**config.mk**
```make
export PLATFORM = sky130hd
export DESIGN_NAME = ipf_lcu_scheduler
export DESIGN_NICKNAME = d
export VERILOG_FILES = /design/src/rtl/ipf_pkg.sv /design/src/rtl/ipf_pix_fifo.sv /design/src/rtl/ipf_lcu_scheduler.sv
export SDC_FILE = /design/constraint.sdc
export NUM_CORES = 1
export LEC_CHECK = 0
export CORE_MARGIN = 10
export CORE_UTILIZATION = 32
export CTS_BUF_LIST = sky130_fd_sc_hd__clkbuf_8
export DETAILED_ROUTE_END_ITERATION = 10
export SKIP_LAST_GASP = 1
export SLEW_MARGIN = 30
export SYNTH_ARGS = -nofsm -noshare
export SYNTH_HDL_FRONTEND = slang
export SYNTH_SLANG_ARGS = --single-unit
```
**constraint.sdc**
```tcl
create_clock -name clk -period 3.2 [get_ports clk]
set_input_delay 0.48 -clock clk [delete_from_list [all_inputs] [get_ports clk]]
set_output_delay 0.48 -clock clk [all_outputs]
set_load 0.02 [all_outputs]
```
**src/rtl/ipf_pkg.sv**
```systemverilog
// Shared constants and LCU geometry helpers for the IPF frame scheduler.
package ipf_pkg;

    localparam logic [1:0] LCU_SZ_ILLEGAL = 2'd3;

    // Param word layout: {type, band_pos, wo_class, offset}
    localparam int PRM_TYPE_HI = 23;
    localparam int PRM_TYPE_LO = 22;
    localparam int PRM_BAND_HI = 21;
    localparam int PRM_BAND_LO = 17;
    localparam int PRM_WO_BIT  = 16;
    localparam int PRM_OFF_HI  = 15;
    localparam int PRM_OFF_LO  = 0;

    typedef enum logic [2:0] {
        S_IDLE,
        S_PARAM,
        S_PLAT,
        S_RUN,
        S_NEXT,
        S_DONE
    } sched_state_t;

    function automatic logic [2:0] lcu_shift(input logic [1:0] sz);
        return 3'd4 + {1'b0, sz};
    endfunction

    function automatic logic [6:0] lcu_len(input logic [1:0] sz);
        return 7'd16 << sz;
    endfunction

    function automatic logic [12:0] lcu_pix(input logic [1:0] sz);
        return 13'd256 << {sz, 1'b0};
    endfunction

    // Highest LCU grid index along one axis (N-1).
    function automatic logic [2:0] lcu_last(input logic [1:0] sz);
        return 3'd7 >> sz;
    endfunction

endpackage

```
**src/rtl/ipf_pix_fifo.sv**
```systemverilog
// Two-entry pixel prefetch FIFO between the image ROM and the filter input.
module ipf_pix_fifo #(
    parameter int DATA_W = 8
) (
    input  logic              i_clk,
    input  logic              i_rst,
    input  logic              i_push,
    input  logic [DATA_W-1:0] i_data,
    input  logic              i_pop,
    output logic [DATA_W-1:0] o_head,
    output logic [1:0]        o_count
);

    logic [DATA_W-1:0] r_mem [2];
    logic              r_wr_ptr;
    logic              r_rd_ptr;
    logic [1:0]        r_count;
    logic              w_push;
    logic              w_pop;

    assign w_push  = i_push && (r_count != 2'd2);
    assign w_pop   = i_pop && (r_count != 2'd0);
    assign o_head  = r_mem[r_rd_ptr];
    assign o_count = r_count;

    always_ff @(posedge i_clk or posedge i_rst) begin
        if (i_rst) begin
            r_mem[0] <= '0;
            r_mem[1] <= '0;
            r_wr_ptr <= 1'b0;
            r_rd_ptr <= 1'b0;
            r_count  <= 2'd0;
        end else begin
            if (w_push) begin
                r_mem[r_wr_ptr] <= i_data;
                r_wr_ptr        <= ~r_wr_ptr;
            end
            if (w_pop) begin
                r_rd_ptr <= ~r_rd_ptr;
            end
            case ({w_push, w_pop})
                2'b10:   r_count <= r_count + 2'd1;
                2'b01:   r_count <= r_count - 2'd1;
                default: r_count <= r_count;
            endcase
        end
    end

endmodule

```
**src/rtl/ipf_lcu_scheduler.sv**
```systemverilog
// Frame sequencer: walks LCUs in raster order, loads per-LCU filter params,
// streams LCU pixels through a prefetch FIFO and closes each LCU on output count.
module ipf_lcu_scheduler
    import ipf_pkg::*;
#(
    parameter int IMG_W = 128,
    parameter int AW    = 14,
    parameter int PW    = 24
) (
    input  logic          clk,
    input  logic          reset,
    input  logic          start,
    input  logic [1:0]    cfg_lcu_size,
    output logic [AW-1:0] img_addr,
    output logic          img_rd,
    input  logic [7:0]    img_data,
    output logic [5:0]    prm_addr,
    output logic          prm_rd,
    input  logic [PW-1:0] prm_data,
    input  logic          ipf_busy,
    input  logic          ipf_out_en,
    output logic          in_en,
    output logic [7:0]    din,
    output logic [1:0]    ipf_type,
    output logic [4:0]    ipf_band_pos,
    output logic          ipf_wo_class,
    output logic [15:0]   ipf_offset,
    output logic [2:0]    lcu_x,
    output logic [2:0]    lcu_y,
    output logic [1:0]    lcu_size,
    output logic          done
);

    localparam int CW = $clog2(IMG_W);

    sched_state_t  r_state;
    sched_state_t  w_state_nxt;
    logic [1:0]    r_size;
    logic [2:0]    r_lcu_x;
    logic [2:0]    r_lcu_y;
    logic [12:0]   r_feed_cnt;
    logic [12:0]   r_out_cnt;
    logic          r_inflight;
    logic [1:0]    r_ipf_type;
    logic [4:0]    r_ipf_band_pos;
    logic          r_ipf_wo_class;
    logic [15:0]   r_ipf_offset;

    logic [2:0]    w_shift;
    logic [6:0]    w_len;
    logic [12:0]   w_pix_total;
    logic [2:0]    w_last_idx;
    logic          w_last_lcu;
    logic          w_lcu_done;
    logic [CW-1:0] w_row_off;
    logic [CW-1:0] w_col_off;
    logic [CW-1:0] w_row;
    logic [CW-1:0] w_col;
    logic          w_run;
    logic          w_rd;
    logic          w_pop;
    logic [1:0]    w_fifo_cnt;
    logic [7:0]    w_fifo_head;

    assign w_shift     = lcu_shift(r_size);
    assign w_len       = lcu_len(r_size);
    assign w_pix_total = lcu_pix(r_size);
    assign w_last_idx  = lcu_last(r_size);
    assign w_last_lcu  = (r_lcu_x == w_last_idx) && (r_lcu_y == w_last_idx);
    assign w_lcu_done  = (r_out_cnt == w_pix_total);
    assign w_run       = (r_state == S_RUN);

    // Pixel index within the LCU splits into row/column by the power-of-two LCU width.
    assign w_row_off = CW'(r_feed_cnt >> w_shift);
    assign w_col_off = CW'(r_feed_cnt) & CW'(w_len - 7'd1);
    assign w_row     = (CW'(r_lcu_y) << w_shift) + w_row_off;
    assign w_col     = (CW'(r_lcu_x) << w_shift) + w_col_off;

    // A read is only issued when the FIFO is guaranteed room for its data.
    assign w_rd  = w_run && ((w_fifo_cnt + {1'b0, r_inflight}) < 2'd2) && (r_feed_cnt < w_pix_total);
    assign w_pop = in_en && !ipf_busy;

    assign img_rd       = w_rd;
    assign img_addr     = w_rd ? AW'({w_row, w_col}) : '0;
    assign prm_rd       = (r_state == S_PARAM);
    assign prm_addr     = prm_rd ? {r_lcu_y, r_lcu_x} : 6'd0;
    assign in_en        = w_run && (w_fifo_cnt != 2'd0);
    assign din          = w_fifo_head;
    assign done         = (r_state == S_DONE);
    assign ipf_type     = r_ipf_type;
    assign ipf_band_pos = r_ipf_band_pos;
    assign ipf_wo_class = r_ipf_wo_class;
    assign ipf_offset   = r_ipf_offset;
    assign lcu_x        = r_lcu_x;
    assign lcu_y        = r_lcu_y;
    assign lcu_size     = r_size;

    ipf_pix_fifo #(
        .DATA_W (8)
    ) u_fifo (
        .i_clk   (clk),
        .i_rst   (reset),
        .i_push  (r_inflight),
        .i_data  (img_data),
        .i_pop   (w_pop),
        .o_head  (w_fifo_head),
        .o_count (w_fifo_cnt)
    );

    always_comb begin
        w_state_nxt = r_state;
        case (r_state)
            S_IDLE:  if (start && (cfg_lcu_size != LCU_SZ_ILLEGAL)) w_state_nxt = S_PARAM;
            S_PARAM: w_state_nxt = S_PLAT;
            S_PLAT:  w_state_nxt = S_RUN;
            S_RUN:   if (w_lcu_done) w_state_nxt = S_NEXT;
            S_NEXT:  w_state_nxt = w_last_lcu ? S_DONE : S_PARAM;
            S_DONE:  w_state_nxt = S_IDLE;
            default: w_state_nxt = S_IDLE;
        endcase
    end

    always_ff @(posedge clk or posedge reset) begin
        if (reset) begin
            r_state <= S_IDLE;
        end else begin
            r_state <= w_state_nxt;
        end
    end

    always_ff @(posedge clk or posedge reset) begin
        if (reset) begin
            r_size         <= 2'd0;
            r_lcu_x        <= 3'd0;
            r_lcu_y        <= 3'd0;
            r_feed_cnt     <= 13'd0;
            r_out_cnt      <= 13'd0;
            r_inflight     <= 1'b0;
            r_ipf_type     <= 2'd0;
            r_ipf_band_pos <= 5'd0;
            r_ipf_wo_class <= 1'b0;
            r_ipf_offset   <= 16'd0;
        end else begin
            r_inflight <= w_rd;
            case (r_state)
                S_IDLE: begin
                    if (w_state_nxt == S_PARAM) begin
                        r_size     <= cfg_lcu_size;
                        r_lcu_x    <= 3'd0;
                        r_lcu_y    <= 3'd0;
                        r_feed_cnt <= 13'd0;
                        r_out_cnt  <= 13'd0;
                    end
                end
                S_PLAT: begin
                    r_ipf_type     <= prm_data[PRM_TYPE_HI:PRM_TYPE_LO];
                    r_ipf_band_pos <= prm_data[PRM_BAND_HI:PRM_BAND_LO];
                    r_ipf_wo_class <= prm_data[PRM_WO_BIT];
                    r_ipf_offset   <= prm_data[PRM_OFF_HI:PRM_OFF_LO];
                end
                S_RUN: begin
                    if (w_rd) r_feed_cnt <= r_feed_cnt + 13'd1;
                    if (ipf_out_en) r_out_cnt <= r_out_cnt + 13'd1;
                end
                S_NEXT: begin
                    r_feed_cnt <= 13'd0;
                    r_out_cnt  <= 13'd0;
                    if (!w_last_lcu) begin
                        if (r_lcu_x == w_last_idx) begin
                            r_lcu_x <= 3'd0;
                            r_lcu_y <= r_lcu_y + 3'd1;
                        end else begin
                            r_lcu_x <= r_lcu_x + 3'd1;
                        end
                    end
                end
                default: ;
            endcase
        end
    end

endmodule
```
==> results.json, run 1 <==
{
  "status": "completed",
  "cts-root-buf": "clkbuf_8",
  "seq_area_sq_um": 2054,
  "relSlewSlack": 0.4038,
  "ys_ff_latch": 82,
  "grt_usage": 0.1189,
  "drive_gt1_frac": 0.2306,
  "fp-row-count": 43,
  "combPwrFrac": 0.205,
  "netlist.area_leader.share": 0.4520,
  "htreeDepth": 3,
  "die_area_sq_um": 19350,
  "fp.dieW_um": 139.1,
  "grt_overflow": 0,
  "pre_cts_ws_ns": 0.08372,
  "diodes": 0,
  "start_kind": "flip-flop",
  "synth_seq_area_share": 0.4520,
  "fillCellCount": 1349,
  "power_switching_mw": 0.7605,
  "synth_edf_count": 0,
  "cts_tree": "built",
  "clock_latency_ns": 0.36,
  "muxShareOfSynthArea": 0.1684,
  "synth_cell_types": 60,
  "synth_fa_ha_area_frac": 0.03914,
  "drv_slew": 0,
  "path_clk_slew_ns": 0.08,
  "cp-end-kind": "primary output",
  "min_path_type": "input pin to asynchronous set/reset pin",
  "detail_route.wirelength_um": 11480,
  "drv_cap": 0,
  "gp_congestion": 0.8011,
  "setup_tns_ns": 0,
  "nNetsFinal": 589,
  "switching_share": 0.2873,
  "synthTopCellsByArea": "dfrtp_1 45%, mux2_2 12%, xnor2_1 3.9%",
  "grt_pass1_vias": 3787,
  "yosysWarnings": 0,
  "clockPowerShare": 0.321,
  "finalCritPeriodShare": 0.9574,
  "syn_to_final_growth_pct": 33.65,
  "cts.path.max_buffers": 2,
  "internal_power_mw": 1.886,
  "vias": 3543,
  "multi_input_area_sq_um": 2333,
  "synthSimpleGateAreaFrac": 0.1759,
  "cp.arrival_ns": 2.58,
  "setup_ws_ns": 0.1365,
  "cp_max_fo": 7,
  "grt_max_degree": 49,
  "hpwl_um": 8422,
  "synth_area_sq_um": 4539,
  "routedWlPerCell_um": 15.90,
  "finClkSkew_ns": 0.006626,
  "crit_type": "flip-flop to primary output",
  "avgSynthCellArea_sq_um": 10.71,
  "synth_compound_gate_area_share": 0.08297,
  "cts_sinks": 82,
  "synth_top_family_by_area": "simple AND/OR/NAND/NOR gates",
  "die_h_um": 139.1,
  "syn_nets": 476,
  "vias_per_cell": 4.907,
  "fmax_ghz": 0.3264,
  "drc": 0,
  "synth_top_cell_by_area": "dfrtp_1",
  "fin_crit_ns": 3.064,
  "firstDrtPassIters": 4,
  "vdd_drop_max_mv": 0.4282,
  "initial_core_util": 0.3270,
  "ys_async_sr_fraction": 1.000,
  "synth_xor_xnor_area_share": 0.04438,
  "setup_viol": 0,
  "p_leak_nw": 2.539,
  "power_density_nw_per_um2": 436.3,
  "hold_viol": 0,
  "synthCells": 424,
  "ant_nets": 0,
  "seqPwrFrac": 0.473,
  "cts_inserted_buffers": 9,
  "synth_ff_type": "dfrtp_1",
  "drt_iter0_markers": 130,
  "ios": 103,
  "grt_pass1_wl_um": 19130,
  "antenna_found_initial": 0,
  "cp_data_required_time_ns": 2.72,
  "postCtsHoldBufs": 0,
  "core_sq_um": 13880,
  "final_core_util": 0.4371,
  "worst_pin_slew_ns": 0.8883,
  "numPortBuffers": 102
}
-- metal layers --
metal	up-vias	part of all wire	global-route usage
met2	80	0.48	0.1941
li1	1721	-	-
met4	0	0.0086	0.02526
met1	1733	0.44	0.1417
met3	9	0.070	0.05171
met5	-	0	0
-- power groups by stage --
stage               Sequential [mW]  Combinational [mW]  Clock (mW)
floorplan                      1.23               0.369           0
global placement               1.27               0.541           0
detailed placement             1.27               0.551           0
CTS                            1.26               0.552       0.897
global route                   1.28               0.601       0.930
finish                         1.25               0.543       0.851
-- timing repair --
action                                  CTS  global route
setup buffers                             0             2
endpoints found under the setup margin   15            15
gates cloned                              0             1
pin swaps                                 0             1
gates resized for setup                  37            22
-- final timing paths --
check	startpoint	endpoint	slack (ns)	depth (start not counted)
worst min register to register	u_fifo.r_wr_ptr	u_fifo.r_wr_ptr	0.50	1
max in group asynchronous	reset	lcu_size[0]	2.02	3
min in group clk	u_fifo.r_wr_ptr	u_fifo.r_wr_ptr	0.50	1
worst min-delay path	reset	u_fifo.r_mem[11]	0.50	2
worst max register to register	lcu_size[0]	r_feed_cnt[10]	0.62	9
worst max-delay path	lcu_size[0]	img_addr[13]	0.14	9
-- sequential cells by signal, indices dropped and copies added, names as in the netlist --
signal and count:
lcu_size 2, lcu_y 3, ipf_offset 16, r_feed_cnt 13, r_out_cnt 13, ipf_type 2, r_inflight 1, u_fifo.o_count 2
lcu_x 3, ipf_wo_class 1, ipf_band_pos 5, u_fifo.r_rd_ptr 1, r_state 3, u_fifo.r_mem 16, u_fifo.r_wr_ptr 1
-- kinds of logic (layout without fill, tap and decap cells) --
kind of cell | Yosys count | in the layout
flops | 82 | 82
compound gates | 56 | 56
mux | 63 | 63
buf+inv | 38 | 156
xor+xnor | 23 | 23
simple gates | 149 | 149
fa+ha+maj | 13 | 13
-- synthesized netlist by cell type, types with 2 or more instances --
| master | instances |
|---|---|
| nor4_1 | 7 |
| o211ai_1 | 2 |
| fa_1 | 2 |
| mux2i_1 | 10 |
| nand2b_1 | 5 |
| nor3b_1 | 2 |
| xnor2_1 | 20 |
| a211oi_1 | 3 |
| or3b_2 | 2 |
| nor2_1 | 36 |
| o21bai_1 | 3 |
| o31a_1 | 2 |
| clkbuf_1 | 14 |
| xor2_1 | 3 |
| and2_1 | 22 |
| o21ai_0 | 11 |
| a211o_1 | 2 |
| mux4_2 | 2 |
| ha_1 | 11 |
| o21ai_1 | 2 |
| buf_2 | 2 |
| mux2_2 | 48 |
| mux4_1 | 3 |
| nor4b_1 | 3 |
| nor3_1 | 7 |
| nand2_1 | 26 |
| or4_1 | 2 |
| nand4b_1 | 2 |
| and3_1 | 5 |
| o31ai_1 | 2 |
| dfrtp_1 | 82 |
| a22o_1 | 2 |
| buf_1 | 2 |
| nand3b_1 | 2 |
| a21o_1 | 3 |
| buf_6 | 3 |
| inv_1 | 16 |
| a21oi_1 | 12 |
| nand3_1 | 12 |
| nand4_1 | 4 |
| nor2b_1 | 5 |
| or2_2 | 2 |
-- layout make-up --
class,count,area share
multi-input combinational,304,0.3846
clock inverter,6,0.01485
tap,180,0.03712
sequential,82,0.3386
clock buffer,10,0.02269
timing repair buffer,124,0.1920
inverter,16,0.01011
-- critical path, cell delays in order, from the launching register on --
cell             delay (ns)
dfrtp_2                0.44
nor2_2                 0.13
inv_1                  0.06
ha_1                   0.27
o31a_1                 0.24
o31a_1                 0.26
or2_1                  0.26
buf_4                  0.18
nor2_2                 0.10
clkdlybuf4s15_2        0.26
-- stage by stage --
stage,hold slack (ns),cell area [sq um],power (mW),std cells
2_1_floorplan,0.4680,4557,1.600,424
3_3_place_gp,0.4817,5862,1.809,703
3_5_place_dp,0.4913,5862,1.826,703
4_1_cts,0.5052,6098,2.705,719
5_1_grt,0.5156,6067,2.807,722
6_report,0.5042,6067,2.647,722
-- layout by cell type, fill, tap and decap left out, types with 4 or more instances in the layout --
cell type / count
nor2b_1: 5
dfrtp_1: 80
nand3_1: 12
mux2_2: 48
buf_2: 10
o21ai_0: 11
clkbuf_8: 10
and3_1: 5
nor2_1: 33
clkdlybuf4s50_1: 87
buf_4: 19
and2_2: 9
nand4_1: 4
ha_1: 11
and2_1: 13
nor4_1: 7
inv_1: 14
nand2b_1: 5
nor3_1: 7
xnor2_1: 20
nand2_1: 26
a21oi_1: 12
mux2i_1: 10
(Power assumes the default switching activity.)
==> inputs of run 2 (changes only) <==
- CTS_CLUSTER_SIZE: not set -> 8
- GPL_ROUTABILITY_DRIVEN: not set -> 0
- clock period: 3.2 -> 3.45 ns (I/O delays scaled with it)
==> results.json, run 2 (same netlist as run 1, synthesis figures left out) <==
{
  "drt_iter0_markers": 157,
  "numPortBuffers": 102,
  "setup_viol": 0,
  "grt_pass1_vias": 3614,
  "min_path_type": "flip-flop to flip-flop",
  "vias_per_cell": 4.957,
  "holdPathStages": 1,
  "cts_tree": "built",
  "setup_ws_ns": 0.1635,
  "power_density_nw_per_um2": 385.9,
  "drv_slew": 0,
  "reg2reg_depth": 9,
  "finClkSkew_ns": 0.01244,
  "routedWlPerCell_um": 15.96,
  "fillCellCount": 1350,
  "fp-row-count": 43,
  "grt_max_degree": 83,
  "cp-end-kind": "primary output",
  "final_common_cell": "clkdlybuf4s50_1",
  "vias": 3544,
  "die_area_sq_um": 19350,
  "antenna_found_initial": 0,
  "cts_inserted_buffers": 9,
  "cts-root-buf": "clkbuf_8",
  "diodes": 0,
  "hold_viol": 0,
  "postCtsHoldBufs": 0,
  "firstDrtPassIters": 4,
  "status": "completed",
  "grt_overflow": 0,
  "drive_gt1_frac": 0.1738,
  "die_h_um": 139.1,
  "r2r-start": "lcu_size[1]",
  "placed_cell_area_sq_um": 5818,
  "fmax_ghz": 0.3043,
  "fin_crit_ns": 3.286,
  "whs_endpoint": "u_fifo.r_wr_ptr",
  "rr_endpoint": "r_feed_cnt[10]",
  "rsz0062_at_grt": "yes",
  "pre_cts_ws_ns": 0.2633,
  "relSlewSlack": 0.4700,
  "start_kind": "flip-flop",
  "worst_hold_slack_ns": 0.4997,
  "vdd_drop_max_mv": 0.1717,
  "cts.path.max_buffers": 2,
  "clock_latency_ns": 0.37,
  "drv_cap": 0,
  "grt_pass1_wl_um": 18950,
  "core_sq_um": 13880,
  "grt_usage": 0.1166,
  "setup_tns_ns": 0,
  "hpwl_um": 8360,
  "crit_type": "flip-flop to primary output",
  "worstHoldStart": "u_fifo.r_wr_ptr",
  "htreeDepth": 3,
  "p_leak_nw": 2.479,
  "r2r_slack_ns": 0.87,
  "fp.dieW_um": 139.1,
  "ios": 103,
  "ant_nets": 0,
  "nNetsFinal": 582,
  "finalCritPeriodShare": 0.9526,
  "final_core_util": 0.4290,
  "path_clk_slew_ns": 0.09,
  "cp.arrival_ns": 2.77,
  "worst_pin_slew_ns": 0.7898,
  "final_cell_mix": "87 x clkdlybuf4s50_1, 82 x dfrtp_1, 48 x mux2_2",
  "cp_data_required_time_ns": 2.93,
  "stdcell_area_sq_um": 5954,
  "cp_max_fo": 10,
  "cts_sinks": 82,
  "syn_to_final_growth_pct": 31.17,
  "detail_route.wirelength_um": 11410,
  "initial_core_util": 0.3270,
  "drc": 0
}
-- run 2: metal layers --
layer | vias up | part of all wire | GRT usage
li1 | 1715 | - | -
met1 | 1736 | 0.45 | 0.1448
met2 | 85 | 0.48 | 0.1871
met3 | 8 | 0.063 | 0.03664
met4 | 0 | 0.0094 | 0.03844
met5 | - | 0 | 0
-- run 2: area by class of cell --
class	instances	area (sq um)	area share
Inverter	16	61.31	0.01030
Sequential cell	82	2052	0.3446
Clock inverter	7	45.04	0.007565
Timing Repair Buffer	117	1126	0.1891
Multi-Input combinational cell	304	2321	0.3898
Tap cell	180	225.2	0.03782
Clock buffer	9	123.9	0.02080
-- run 2: critical path, cell delays in order (launching register included) --
cell	delay (ns)
dfrtp_1	0.43
nor2_1	0.15
inv_1	0.08
ha_1	0.27
o31a_1	0.24
o31a_1	0.25
or2_1	0.24
inv_1	0.14
buf_4	0.18
and2_1	0.13
clkdlybuf4s15_1	0.31
-- run 2: where the power goes --
group	total [mW]	switching, mW	internal (mW)
logic	0.504	0.226	0.278
registers	1.16	0.119	1.04
clock network	0.631	0.373	0.258
total	2.30	0.718	1.58
-- run 2: stage by stage --
step	cells	total power, mW
final	715	2.298
after global routing	715	2.441
after CTS	715	2.333
after detailed placement	699	1.695
after global placement	699	1.678
after floorplan	424	1.484
-- run 2: repair_timing --
action,in CTS,in global routing
buffers inserted,0,0
setup endpoints to repair,15,9
resized for setup,15,14
-- run 2: how the worst max path moves through the flow --
stage | from | end
5_1_grt | lcu_size[1] | img_addr[4]
4_1_cts | lcu_size[1] | img_addr[4]
6_report | lcu_size[1] | img_addr[4]
2_1_floorplan | lcu_size[0] | img_addr[10]
3_3_place_gp | lcu_size[1] | img_addr[3]
3_5_place_dp | lcu_size[1] | img_addr[4]
